**src/rtl/flipflop_pkg.sv**
```systemverilog
// Shared constants for the button/LED set-reset latch.
package flipflop_pkg;

  // Buttons are active-low at the pin and on the clean levels.
  localparam logic BTN_RELEASED = 1'b1;
  localparam logic BTN_PRESSED  = 1'b0;

  // LED levels while in reset (latch cleared).
  localparam logic LED0_RST = 1'b0;
  localparam logic LED1_RST = 1'b1;

  // 1 ms at 50 MHz.
  localparam int unsigned DEBOUNCE_CYCLES_DEF = 50000;

endpackage

```
**src/rtl/btn_debounce.sv**
```systemverilog
// Two-flop synchroniser, persistence counter and clean level with press/release pulses.
module btn_debounce
  import flipflop_pkg::*;
#(
  parameter int unsigned DEBOUNCE_CYCLES = DEBOUNCE_CYCLES_DEF,
  parameter int unsigned CNT_W           = $clog2(DEBOUNCE_CYCLES)
) (
  input  logic clk,
  input  logic rst_n,
  input  logic btn,
  output logic clean,
  output logic press_pulse,
  output logic release_pulse
);

  localparam logic [CNT_W-1:0] CntLast = CNT_W'(DEBOUNCE_CYCLES - 1);

  logic [1:0]       sync_q;
  logic             s;
  logic [CNT_W-1:0] cnt_q, cnt_d;
  logic             clean_q, clean_d;
  logic             press_q, press_d;
  logic             release_q, release_d;

  assign s = sync_q[1];

  // Accept a new level only after it has persisted DEBOUNCE_CYCLES cycles.
  always_comb begin
    cnt_d     = cnt_q;
    clean_d   = clean_q;
    press_d   = 1'b0;
    release_d = 1'b0;
    if (s == clean_q) begin
      cnt_d = '0;
    end else if (cnt_q == CntLast) begin
      cnt_d     = '0;
      clean_d   = s;
      press_d   = (s == BTN_PRESSED);
      release_d = (s == BTN_RELEASED);
    end else begin
      cnt_d = cnt_q + CNT_W'(1);
    end
  end

  // Synchroniser, counter, clean level and pulse registers.
  always_ff @(posedge clk or negedge rst_n) begin
    if (!rst_n) begin
      sync_q    <= {2{BTN_RELEASED}};
      cnt_q     <= '0;
      clean_q   <= BTN_RELEASED;
      press_q   <= 1'b0;
      release_q <= 1'b0;
    end else begin
      sync_q    <= {sync_q[0], btn};
      cnt_q     <= cnt_d;
      clean_q   <= clean_d;
      press_q   <= press_d;
      release_q <= release_d;
    end
  end

  assign clean         = clean_q;
  assign press_pulse   = press_q;
  assign release_pulse = release_q;

endmodule

```
**src/rtl/btn_debounce_latch.sv**
```systemverilog
// Debounced red/blue buttons driving a clocked set-reset latch and two LEDs.
module btn_debounce_latch
  import flipflop_pkg::*;
#(
  parameter int unsigned DEBOUNCE_CYCLES = DEBOUNCE_CYCLES_DEF,
  parameter int unsigned CNT_W           = $clog2(DEBOUNCE_CYCLES)
) (
  input  logic clk,
  input  logic rst_n,
  input  logic redbtn,
  input  logic bluebtn,
  output logic red_clean,
  output logic blue_clean,
  output logic red_press,
  output logic blue_press,
  output logic red_release,
  output logic blue_release,
  output logic led0,
  output logic led1
);

  logic red_held, blue_held;
  logic q_q, q_d;
  logic led0_q, led0_d;
  logic led1_q, led1_d;

  btn_debounce #(
    .DEBOUNCE_CYCLES(DEBOUNCE_CYCLES),
    .CNT_W          (CNT_W)
  ) u_red (
    .clk          (clk),
    .rst_n        (rst_n),
    .btn          (redbtn),
    .clean        (red_clean),
    .press_pulse  (red_press),
    .release_pulse(red_release)
  );

  btn_debounce #(
    .DEBOUNCE_CYCLES(DEBOUNCE_CYCLES),
    .CNT_W          (CNT_W)
  ) u_blue (
    .clk          (clk),
    .rst_n        (rst_n),
    .btn          (bluebtn),
    .clean        (blue_clean),
    .press_pulse  (blue_press),
    .release_pulse(blue_release)
  );

  assign red_held  = (red_clean == BTN_PRESSED);
  assign blue_held = (blue_clean == BTN_PRESSED);

  // Latch next state and LED levels; both-held forces the NAND forbidden state 1/1.
  always_comb begin
    q_d = q_q;
    if (red_held && !blue_held) begin
      q_d = 1'b1;
    end else if (blue_held && !red_held) begin
      q_d = 1'b0;
    end
    if (red_held && blue_held) begin
      led0_d = 1'b1;
      led1_d = 1'b1;
    end else begin
      led0_d = q_d;
      led1_d = ~q_d;
    end
  end

  // Latch state and registered LED drivers.
  always_ff @(posedge clk or negedge rst_n) begin
    if (!rst_n) begin
      q_q    <= 1'b0;
      led0_q <= LED0_RST;
      led1_q <= LED1_RST;
    end else begin
      q_q    <= q_d;
      led0_q <= led0_d;
      led1_q <= led1_d;
    end
  end

  assign led0 = led0_q;
  assign led1 = led1_q;

endmodule

```
**config.mk**
```make
export PLATFORM = sky130hd
export DESIGN_NAME = btn_debounce_latch
export DESIGN_NICKNAME = d
export VERILOG_FILES = /design/src/rtl/flipflop_pkg.sv /design/src/rtl/btn_debounce.sv /design/src/rtl/btn_debounce_latch.sv
export SDC_FILE = /design/constraint.sdc
export NUM_CORES = 1
export LEC_CHECK = 0
export ABC_CLOCK_PERIOD_IN_PS = 5700
export CORE_UTILIZATION = 60
export CTS_CLUSTER_SIZE = 8
export DETAILED_ROUTE_END_ITERATION = 12
export PLACE_DENSITY = 0.77
export SYNTH_ARGS = -nofsm -noshare
export SYNTH_HDL_FRONTEND = slang
export SYNTH_SLANG_ARGS = --single-unit
```
**constraint.sdc**
```tcl
create_clock -name clk -period 5.7 [get_ports clk]
set_input_delay 1.71 -clock clk [delete_from_list [all_inputs] [get_ports clk]]
set_output_delay 1.71 -clock clk [all_outputs]
set_load 0.01 [all_outputs]
```
# After elaboration in Yosys (flattened, before gate mapping)
# Index checks and enable logic that the tools add are counted.
# classes
add_sub_neg,2
n_eq_ne,4
mux,16
bitwise_logic,7
n_reduce_logical,5
# op_table
operator,count
$mux 16,4
$add 16x1->16 const B,2
$eq 16x16->1 const B,2
$mux 1,12
$not 1->1,7
$reduce_and 2->1,2
$logic_and 1x1->1,3
$eq 1x1->1,2
# totals
register_bits,45
input_bits,4
output_inout_bits,8
elab_cells,47

# Depth between registers and ports, before layout
# Gate-level depths: netlist (run 1).
# depth
ltp_word,6
depth_mapped,6
ltp_nobuf,5

# Cells and area by module
# Synthesis (run 1) repeated with hierarchy kept, for this count alone.
# hier_totals
hier_cells,189
area_unflattened_um2,2078.2
# modules_own_cells
module,instances,cells_each,area_each_um2,seq_area_each_um2
btn_debounce,2,90,988.4,529.3
btn_debounce_latch,1,9,101.3,76.3

# Worst setup path before layout (run 1)
# No wires, ideal clock.
# synth_timing
path_type,register to output
from,"register u_red.clean_q, in the netlist u_red.clean"
to,output red_clean
arrival_ps,573
required_time_ps,3990
path_slack_ps,3417
path_stages_with_launch,1
cell_sequence,dfstp_2
# synth_rtl
item,line_no,rtl
from (decl),btn_debounce.sv:21,"logic clean_q, clean_d;"
from (signal assigned),btn_debounce.sv:56,clean_q <= clean_d;
to (decl),btn_debounce_latch.sv:12,"output logic red_clean,"
# No word-level cell between the ends.

# Worst setup path after layout (run 1)
# layout_timing
from,"register u_blue.clean_q, in the netlist u_blue.clean"
to,output blue_clean
# layout_rtl
item,line_no,rtl
from (decl),btn_debounce.sv:21,
from (signal assigned),btn_debounce.sv:56,
to (decl),btn_debounce_latch.sv:13,"output logic blue_clean,"
# No word-level cell between the ends.

==> impl_metrics.tcl, run 1 <==
set metrics [dict create \
    relSlewSlack 0.380 \
    fillers 251 \
    path_cells "clkdlybuf4s50_1" \
    drtPass1Iterations 7 \
    cts-buffers-inserted 5 \
    cts-resized-gates 0 \
    clk_pin_slew_ns 0.12 \
    cp_slowest_stage_delay_ns 0.61 \
    grt_pass1_wl_um 6040 \
    die-height_um 60.0 \
    io_buffer_count 11 \
    ios 12 \
    power.leakage_nw 0.877 \
    synthMuxAreaShare 0.0130 \
    clockBufferDepth 2 \
    synth.avg_cell_area_um2 10.7 \
    p_per_area_mw_per_mm2 245 \
    netlist.area_leader.share 0.471 \
    min_to "u_red.sync_q[1]$_DFF_PN1_" \
    setup.worst_path.start_class "flip-flop" \
    setup_tns_ns 0 \
    grt_pass1_vias 1386 \
    synthTopCellsByArea "dfrtp_1 47%, dfstp_2 9.1%, xnor2_1 9.1%" \
    path_max_fanout 7 \
    slew_viol_final 0 \
    rr_worst_depth 3 \
    routed_via_density 5.64 \
    antennaDiodeCount 0 \
    cap_violations 0 \
    routed_wirelength_um 3460 \
    design.core.area_mm2 0.00313 \
    cts_tree "built" \
    ctsHoldBuffers 0 \
    post_cts_buffers 0 \
    dieWidth_um 60.0 \
    drc 0 \
    synth_cell_types 29 \
    vias 1394 \
    yosys.area_share.xor_xnor 0.126 \
    finalSetupViolations 0 \
    min_path_type "flip-flop to flip-flop" \
    r2r-start "u_blue.cnt_q[12]$_DFF_PN0_" \
    drtIter0Drc 65 \
    drive_gt1_frac 0.103 \
    hpwl_um 2370 \
    clk_latency_ns 0.34 \
    cts-root-buf "clkbuf_4" \
    r2r_slack_ns 3.74 \
    clock.fmax_ghz 0.312 \
    fin_util 0.716 \
    wl_per_cell_um 14.0 \
    skew_ns 0.00412 \
    antenna_found_initial 0 \
    grt_usage 0.233 \
    synth_seq_cells 45 \
    gp_congestion 0.845 \
    synthCells 188 \
    antenna_left 0 \
    timing.rr.end "u_blue.clean$_DFFE_PN1P_" \
    multi_input_area_um2 837 \
    synth_area_mm2 0.00202 \
    critical-path-top-delay-family "flip-flops" \
    regArea_mm2 0.00113 \
    hold_path_depth 0 \
    yosysSeqAreaShare 0.563 \
    cts.sinks 45 \
    synthAdderAreaFrac 0.0124 \
    rsz0062_at_grt "no" \
    hp-start "u_red.sync_q[0]$_DFF_PN1_" \
    cp.required_ns 3.99 \
    area.growth.synth_to_final_pct 11.0 \
    ys_warn_count 0 \
    placementRows 20 \
    cp.arrival_ns 1.50 \
    fin_crit_ns 3.21 \
    worst_pin_slew_ns 0.930 \
    synth_compound_area_frac 0.00993 \
    finalHoldViolCount 0 \
    nets 208 \
    yosys.area_share.simple 0.254 \
    grt_remaining_overflow 0 \
    syn_nets 194 \
    grt_max_degree 46 \
    cp_slowest_cell "dfstp_2" \
    start_util 0.645 \
    crit_buf_inv 1 \
    yosys.area.top_type "dfrtp_1" \
    ctsHtreeMaxLevel 2 \
    synth_top_family_by_area "simple AND/OR/NAND/NOR gates" \
    post-route-period-util 0.563 \
    critical_path_class "flip-flop to output pin" \
    die-area_mm2 0.00360 \
    end_kind "output pin" \
    status "finished clean" \
    startpoint "u_blue.clean$_DFFE_PN1P_" \
    ir_drop_mv 0.175 \
]
-- stage by stage --
step                total power, mW  instances  hold WS (ns)  setup WS, ns  cell area, um^2
global route                  0.574        247         0.376          2.44             2240
global placement              0.354        239         0.349          2.88             2150
floorplan                     0.345        188         0.345          3.42             2020
CTS                           0.555        247         0.367          2.47             2240
detailed placement            0.355        239         0.348          2.88             2150
finish                        0.549        247         0.366          2.49             2240
-- cells in the mapped netlist --
library cell and number:
nand2_1 10, nor3b_1 3, nor4bb_1 2, mux2_2 1, ha_1 2, dfstp_2 7, xor2_1 8, clkbuf_1 3
nor2_1 33, and3_1 2, and3_2 1, nand3_1 10, nor3_1 8, buf_6 1, nand4_1 12, nand2_4 1
inv_1 6, or4b_1 1, dfrtp_1 38, o21ai_0 3, nor4b_1 1, xnor2_1 21, nor4_1 7, a21oi_1 1
and4_1 2, or3b_2 1, nand4bb_1 1, mux2_4 1, or4_4 1
-- power by group --
part	leakage [nW]	switching [mW]	internal, mW
logic	0.238	0.0121	0.00565
registers	0.594	0.00578	0.325
clock network	0.0455	0.0957	0.105
total	0.877	0.114	0.436
-- per-layer routing --
layer  GRT usage  vias up  routed length [um]
met4      0.0731        0                  42
li1            -      674                   -
met1       0.315      677                1650
met3      0.0779        5                 158
met2       0.356       38                1610
met5           0        -                   0
-- state kept, by name (all words and copies together), names as in the netlist, 2 cells and up --
register,count
u_blue.sync_q,2
u_red.cnt_q,16
u_red.sync_q,2
u_blue.cnt_q,16
-- kinds of logic after synthesis --
kind of cell	count (synthesis)
AO/OA/AOI/OAI	4
XOR/XNOR	29
adder cells (fa/ha/maj)	2
buffers and inverters	10
flip-flops	45
multiplexers	2
AND/OR/NAND/NOR	96
-- placed cells by master (no fill, tap or decap) --
| cell type | netlist | routed |
|---|---|---|
| a21oi_1 | 1 | 1 |
| and3_1 | 2 | 2 |
| and3_2 | 1 | 1 |
| and4_1 | 2 | 2 |
| buf_2 | 0 | 1 |
| bufinv_16 | 0 | 1 |
| clkbuf_1 | 3 | 1 |
| clkbuf_4 | 0 | 5 |
| clkbuf_8 | 0 | 1 |
| clkdlybuf4s50_1 | 0 | 10 |
| dfrtp_1 | 38 | 38 |
| dfstp_2 | 7 | 7 |
| ha_1 | 2 | 2 |
| inv_1 | 6 | 6 |
| mux2_2 | 1 | 1 |
| mux2_4 | 1 | 1 |
| nand2_1 | 10 | 10 |
| nand2_4 | 1 | 1 |
| nand3_1 | 10 | 10 |
| nand4_1 | 12 | 12 |
| nand4bb_1 | 1 | 1 |
| nor2_1 | 33 | 33 |
| nor3_1 | 8 | 8 |
| nor3b_1 | 3 | 3 |
| nor4_1 | 7 | 7 |
| nor4b_1 | 1 | 1 |
| nor4bb_1 | 2 | 2 |
| o21ai_0 | 3 | 3 |
| or3b_2 | 1 | 1 |
| or4_4 | 1 | 1 |
| or4b_1 | 1 | 1 |
| xnor2_1 | 21 | 21 |
| xor2_1 | 8 | 8 |
-- final cells by class --
type	instances	area share
Tap cell	44	0.0246
Clock inverter	1	0.0134
Inverter	6	0.0101
Timing Repair Buffer	11	0.0469
Multi-Input combinational cell	133	0.374
Clock buffer	7	0.0246
Sequential cell	45	0.507
-- how the worst max path moves through the flow --
stage,to,slack (ns),cells after the start
finish,blue_clean,2.49,1
detailed placement,red_clean,2.88,1
floorplan,red_clean,3.42,0
global route,red_clean,2.44,1
global placement,red_clean,2.88,1
CTS,blue_clean,2.47,1
No activity file was read; power rests on OpenSTA's default activity.
==> inputs of run 2 (changes only) <==
Settings changed: ABC_CLOCK_PERIOD_IN_PS 5700 to 2900, CORE_UTILIZATION 60 to 52, PLACE_DENSITY 0.77 to 0.71.
Clock period 5.7 ns to 2.9 ns, I/O delays scaled along.
==> run 2 against run 1 <==
  * Sequential share of layout area fell by 0.89 points
  * Die area rose by 15%
  * Highest routed layer unchanged
  * Final cell count rose by 1.6%
  * Combinational power rose by 94%
  * Global-route usage fell by 3.1 points
  * Setup slack got worse by 1.9 ns
  * Clock power rose by 140%
==> impl_metrics.tcl, run 2 (synthesis results as in run 1) <==
set metrics [dict create \
    ctsHoldBuffers 0 \
    vias 1359 \
    fillers 315 \
    grt_usage 0.202 \
    ctsHtreeMaxLevel 2 \
    cp_slowest_cell "dfstp_2" \
    p_comb_frac 0.029 \
    power.leakage_nw 0.889 \
    p_per_area_mw_per_mm2 511 \
    die-area_mm2 0.00413 \
    post-route-period-util 0.794 \
    worst_pin_slew_ns 0.941 \
    fin_crit_ns 2.30 \
    path_max_fanout 7 \
    routed_wirelength_um 3560 \
    gp_congestion 0.852 \
    ios 12 \
    cp_slowest_stage_delay_ns 0.59 \
    cp.arrival_ns 1.43 \
    design.core.area_mm2 0.00369 \
    io_buffer_count 11 \
    final_common_cell "dfrtp_1" \
    seq_power_share 0.559 \
    final_cell_mix "38 x dfrtp_1, 33 x nor2_1, 21 x xnor2_1, 12 x nand4_1" \
    grt_pass1_vias 1377 \
    critical_path_class "flip-flop to output pin" \
    antenna_found_initial 0 \
    cts-root-buf "clkbuf_8" \
    antenna_left 0 \
    cts-resized-gates 0 \
    largestRegisters "u_blue.cnt_q (16), u_red.cnt_q (16)" \
    critical-path-top-delay-family "flip-flops" \
    cap_violations 0 \
    clockBufferDepth 2 \
    finalSetupViolations 0 \
    clk_latency_ns 0.29 \
    setup.worst_path.start_class "flip-flop" \
    grt_pass1_wl_um 6280 \
    dieWidth_um 64.3 \
    finalHoldViolCount 0 \
    setup_tns_ns 0 \
    rsz0062_at_grt "no" \
    area.growth.synth_to_final_pct 13.0 \
    hold_ws_ns 0.362 \
    start_util 0.547 \
    end_kind "output pin" \
    antennaDiodeCount 0 \
    crit_buf_inv 1 \
    grt_remaining_overflow 0 \
    ir_drop_mv 0.415 \
    nets 208 \
    relSlewSlack 0.373 \
    path_cells "clkdlybuf4s50_1" \
    drtPass1Iterations 4 \
    regArea_mm2 0.00113 \
    cp.required_ns 2.03 \
    clk_pin_slew_ns 0.08 \
    skew_ns 0.00380 \
    cts_tree "built" \
    drc 0 \
    hpwl_um 2410 \
    status "finished clean" \
    multi_input_area_um2 837 \
    drive_gt1_frac 0.108 \
    routed_via_density 5.41 \
    power_switching_mw 0.236 \
    clkPwrFrac 0.412 \
    slew_viol_final 0 \
    internal_power_mw 0.930 \
    grt_max_degree 46 \
    min_path_type "flip-flop to flip-flop" \
    die-height_um 64.3 \
    cts.sinks 45 \
    placementRows 22 \
    drtIter0Drc 94 \
    post_cts_buffers 0 \
    wl_per_cell_um 14.2 \
    clock.fmax_ghz 0.434 \
    cts-buffers-inserted 5 \
    swShare 0.203 \
]
[run 2: cell types whose count changed in the layout (fill, tap and decap cells not counted), sizes merged]
cell / before / now
clkinvlp: 0 / 1
clkbuf: 7 / 6
[run 2: per-stage QoR]
stage / cell area, um^2 / total power [mW] / worst slack, ns / util / cells
5_1_grt: 2280 / 1.21 / 0.554 / 0.618 / 251
3_5_place_dp: 2160 / 0.699 / 0.922 / 0.585 / 243
3_3_place_gp: 2160 / 0.696 / 0.917 / 0.585 / 243
6_report: 2280 / 1.17 / 0.597 / 0.618 / 251
2_1_floorplan: 2020 / 0.678 / 1.03 / - / 188
4_1_cts: 2280 / 1.18 / 0.584 / 0.618 / 251
[run 2: final cells by class]
type,instances,area share
Sequential cell,45,0.498
Multi-Input combinational cell,133,0.367
Timing Repair Buffer,11,0.0461
Clock buffer,6,0.0362
Tap cell,48,0.0263
Clock inverter,2,0.0165
Inverter,6,0.00988
[run 2: per-layer routing]
layer	vias to the layer above	GRT usage	part of all wire
met5	-	0	0
met3	4	0.0661	0.045
met1	654	0.272	0.48
met2	26	0.312	0.46
li1	675	-	-
met4	0	0.0556	0.0090
[run 2: worst register-to-register path: cells and delay by family (launching register included)]
family | cells | cell delay (ns)
and+or+nand+nor | 4 | 1.43
DFF | 1 | 0.43
[run 2: final timing paths]
check	to	from	slack (ns)	cells after the start
worst max-delay path	blue_clean	u_blue.clean$_DFFE_PN1P_	0.60	1
worst min-delay path	u_red.sync_q[1]$_DFF_PN1_	u_red.sync_q[0]$_DFF_PN1_	0.36	0
worst max register to register	u_blue.cnt_q[4]$_DFF_PN0_	u_blue.cnt_q[12]$_DFF_PN0_	0.93	4
worst min register to register	u_red.sync_q[1]$_DFF_PN1_	u_red.sync_q[0]$_DFF_PN1_	0.36	0
max in group asynchronous	u_blue.cnt_q[13]$_DFF_PN0_	rst_n	1.60	1
min in group asynchronous	u_red.cnt_q[11]$_DFF_PN0_	rst_n	0.72	1
[run 2: power by group through the flow]
stage	clock, mW	sequential, mW	combinational [mW]
6_report	0.480	0.651	0.0343
5_1_grt	0.519	0.653	0.0418
4_1_cts	0.496	0.651	0.0361
3_5_place_dp	0	0.663	0.0357
3_3_place_gp	0	0.661	0.0347
2_1_floorplan	0	0.660	0.0179
==> inputs of run 3 (changes only) <==
Settings changed: ABC_CLOCK_PERIOD_IN_PS 2900 to 2400, CORE_UTILIZATION 52 to 58, PLACE_DENSITY 0.71 to 0.75.
Clock period 2.9 ns to 2.4 ns, I/O delays scaled along.
==> run 3 against run 2 <==
  * Design area shrank 0.55%
  * Register-to-register slack lost 0.48 ns
  * Setup slack lost 0.43 ns
  * Non-clock buffer count grew 1
  * First-iteration DRC count shrank 26%
  * Clock-buffer cell count shrank 1
  * Clock skew grew 0.0071 ns
  * Critical endpoint unchanged
  * Sequential power grew 21%
==> impl_metrics.tcl, run 3 (synthesis results as in run 1) <==
set metrics [dict create \
    status "finished clean" \
    fillers 257 \
    cts-buffers-inserted 5 \
    grt_max_degree 46 \
    design.core.area_mm2 0.00334 \
    drtPass1Iterations 4 \
    antenna_left 0 \
    clk_pin_slew_ns 0.13 \
    slew_viol_final 0 \
    critical_path_class "flip-flop to output pin" \
    cts.sinks 45 \
    drtIter0Drc 70 \
    cp.arrival_ns 1.52 \
    hpwl_um 2390 \
    p_total_mw 1.40 \
    cp_slowest_cell "dfstp_2" \
    antennaDiodeCount 0 \
    fin_crit_ns 2.24 \
    post-route-period-util 0.932 \
    finalHoldViolCount 0 \
    largestRegisters "u_blue.cnt_q (16), u_red.cnt_q (16)" \
    rr_worst_depth 3 \
    min_path_type "flip-flop to flip-flop" \
    hold_path_depth 0 \
    path_cells "clkdlybuf4s50_1" \
    drive_gt1_frac 0.113 \
    nets 209 \
    p_per_area_mw_per_mm2 616 \
    ios 12 \
    setup_tns_ns 0 \
    dieWidth_um 61.0 \
    fin_cells 250 \
    finalSetupViolations 0 \
    clk_latency_ns 0.36 \
    placementRows 21 \
    relSlewSlack 0.646 \
    area.growth.synth_to_final_pct 12.4 \
    setup.worst_path.start_class "flip-flop" \
    clockBufferDepth 2 \
    drc 0 \
    cts-resized-gates 0 \
    path_max_fanout 7 \
    io_buffer_count 11 \
    crit_buf_inv 1 \
    gp_congestion 0.869 \
    end_kind "output pin" \
    grt_usage 0.220 \
    cts-root-buf "clkbuf_4" \
    ctsHtreeMaxLevel 2 \
    worst-path-stages 1 \
    ir_drop_mv 0.505 \
    critical-path-top-delay-family "flip-flops" \
    clock.fmax_ghz 0.447 \
    post_cts_buffers 0 \
    vias 1382 \
    final_cell_mix "38 x dfrtp_1, 33 x nor2_1, 21 x xnor2_1, 12 x nand4_1" \
    rsz0062_at_grt "no" \
    fin_util 0.679 \
    skew_ns 0.0109 \
    grt_pass1_wl_um 5870 \
    routed_via_density 5.53 \
    hold_ws_ns 0.368 \
    die-height_um 61.0 \
    worst_pin_slew_ns 0.530 \
    wl_per_cell_um 13.7 \
    grt_remaining_overflow 0 \
    placed_cells 242 \
    routed_wirelength_um 3440 \
    antenna_found_initial 0 \
    cp.required_ns 1.68 \
    cap_violations 0 \
    cts_tree "built" \
    final_common_cell "dfrtp_1" \
    die-area_mm2 0.00372 \
    cp_slowest_stage_delay_ns 0.61 \
    ctsHoldBuffers 0 \
    start_util 0.604 \
    grt_pass1_vias 1319 \
    power.leakage_nw 0.892 \
]
## run 3: cell count changes in the layout (fill, tap and decap cells not counted), sizes merged
cell,previous run,this run
clkbuf,6,5
bufinv,1,2
clkinv,0,1
clkinvlp,1,0
buf,1,2
## run 3: path summary, 6_finish.rpt
check / from / end / slack [ns]
setup reg to reg: u_blue.cnt_q[12]$_DFF_PN0_ / u_blue.release_pulse$_DFF_PN0_ / 0.45
min in group asynchronous: rst_n / u_red.cnt_q[11]$_DFF_PN0_ / 0.40
hold reg to reg: u_blue.sync_q[0]$_DFF_PN1_ / u_blue.sync_q[1]$_DFF_PN1_ / 0.37
setup / recovery: u_blue.clean$_DFFE_PN1P_ / blue_clean / 0.16
hold / removal: u_blue.sync_q[0]$_DFF_PN1_ / u_blue.sync_q[1]$_DFF_PN1_ / 0.37
max in group asynchronous: rst_n / u_red.clean$_DFFE_PN1P_ / 1.61
## run 3: final cells by class
cell class | count | area, um^2 | area share
well taps | 46 | 57.6 | 0.0254
repair buffers | 12 | 113 | 0.0497
clock buffers | 5 | 37.5 | 0.0166
inverters | 6 | 22.5 | 0.00993
clock inverters | 3 | 65.1 | 0.0287
flip-flops and latches | 45 | 1130 | 0.501
multi-input cells | 133 | 837 | 0.369
## run 3: layer usage
layer,vias up,track usage,share of wire
li1,676,-,-
met2,28,0.341,0.46
met5,-,0,0
met1,673,0.294,0.47
met3,5,0.0725,0.056
met4,0,0.0747,0.011
## run 3: per-stage QoR
step | instance area, um^2 | setup WS (ns)
floorplan | 2020 | 0.529
detailed placement | 2160 | 0.482
finish | 2270 | 0.163
global route | 2270 | 0.114
global placement | 2160 | 0.509
CTS | 2270 | 0.141
## run 3: report_power, final
part | total, mW | internal, mW | switching (mW)
clock network | 0.567 | 0.323 | 0.244
registers | 0.787 | 0.773 | 0.0138
logic | 0.0432 | 0.0143 | 0.0289
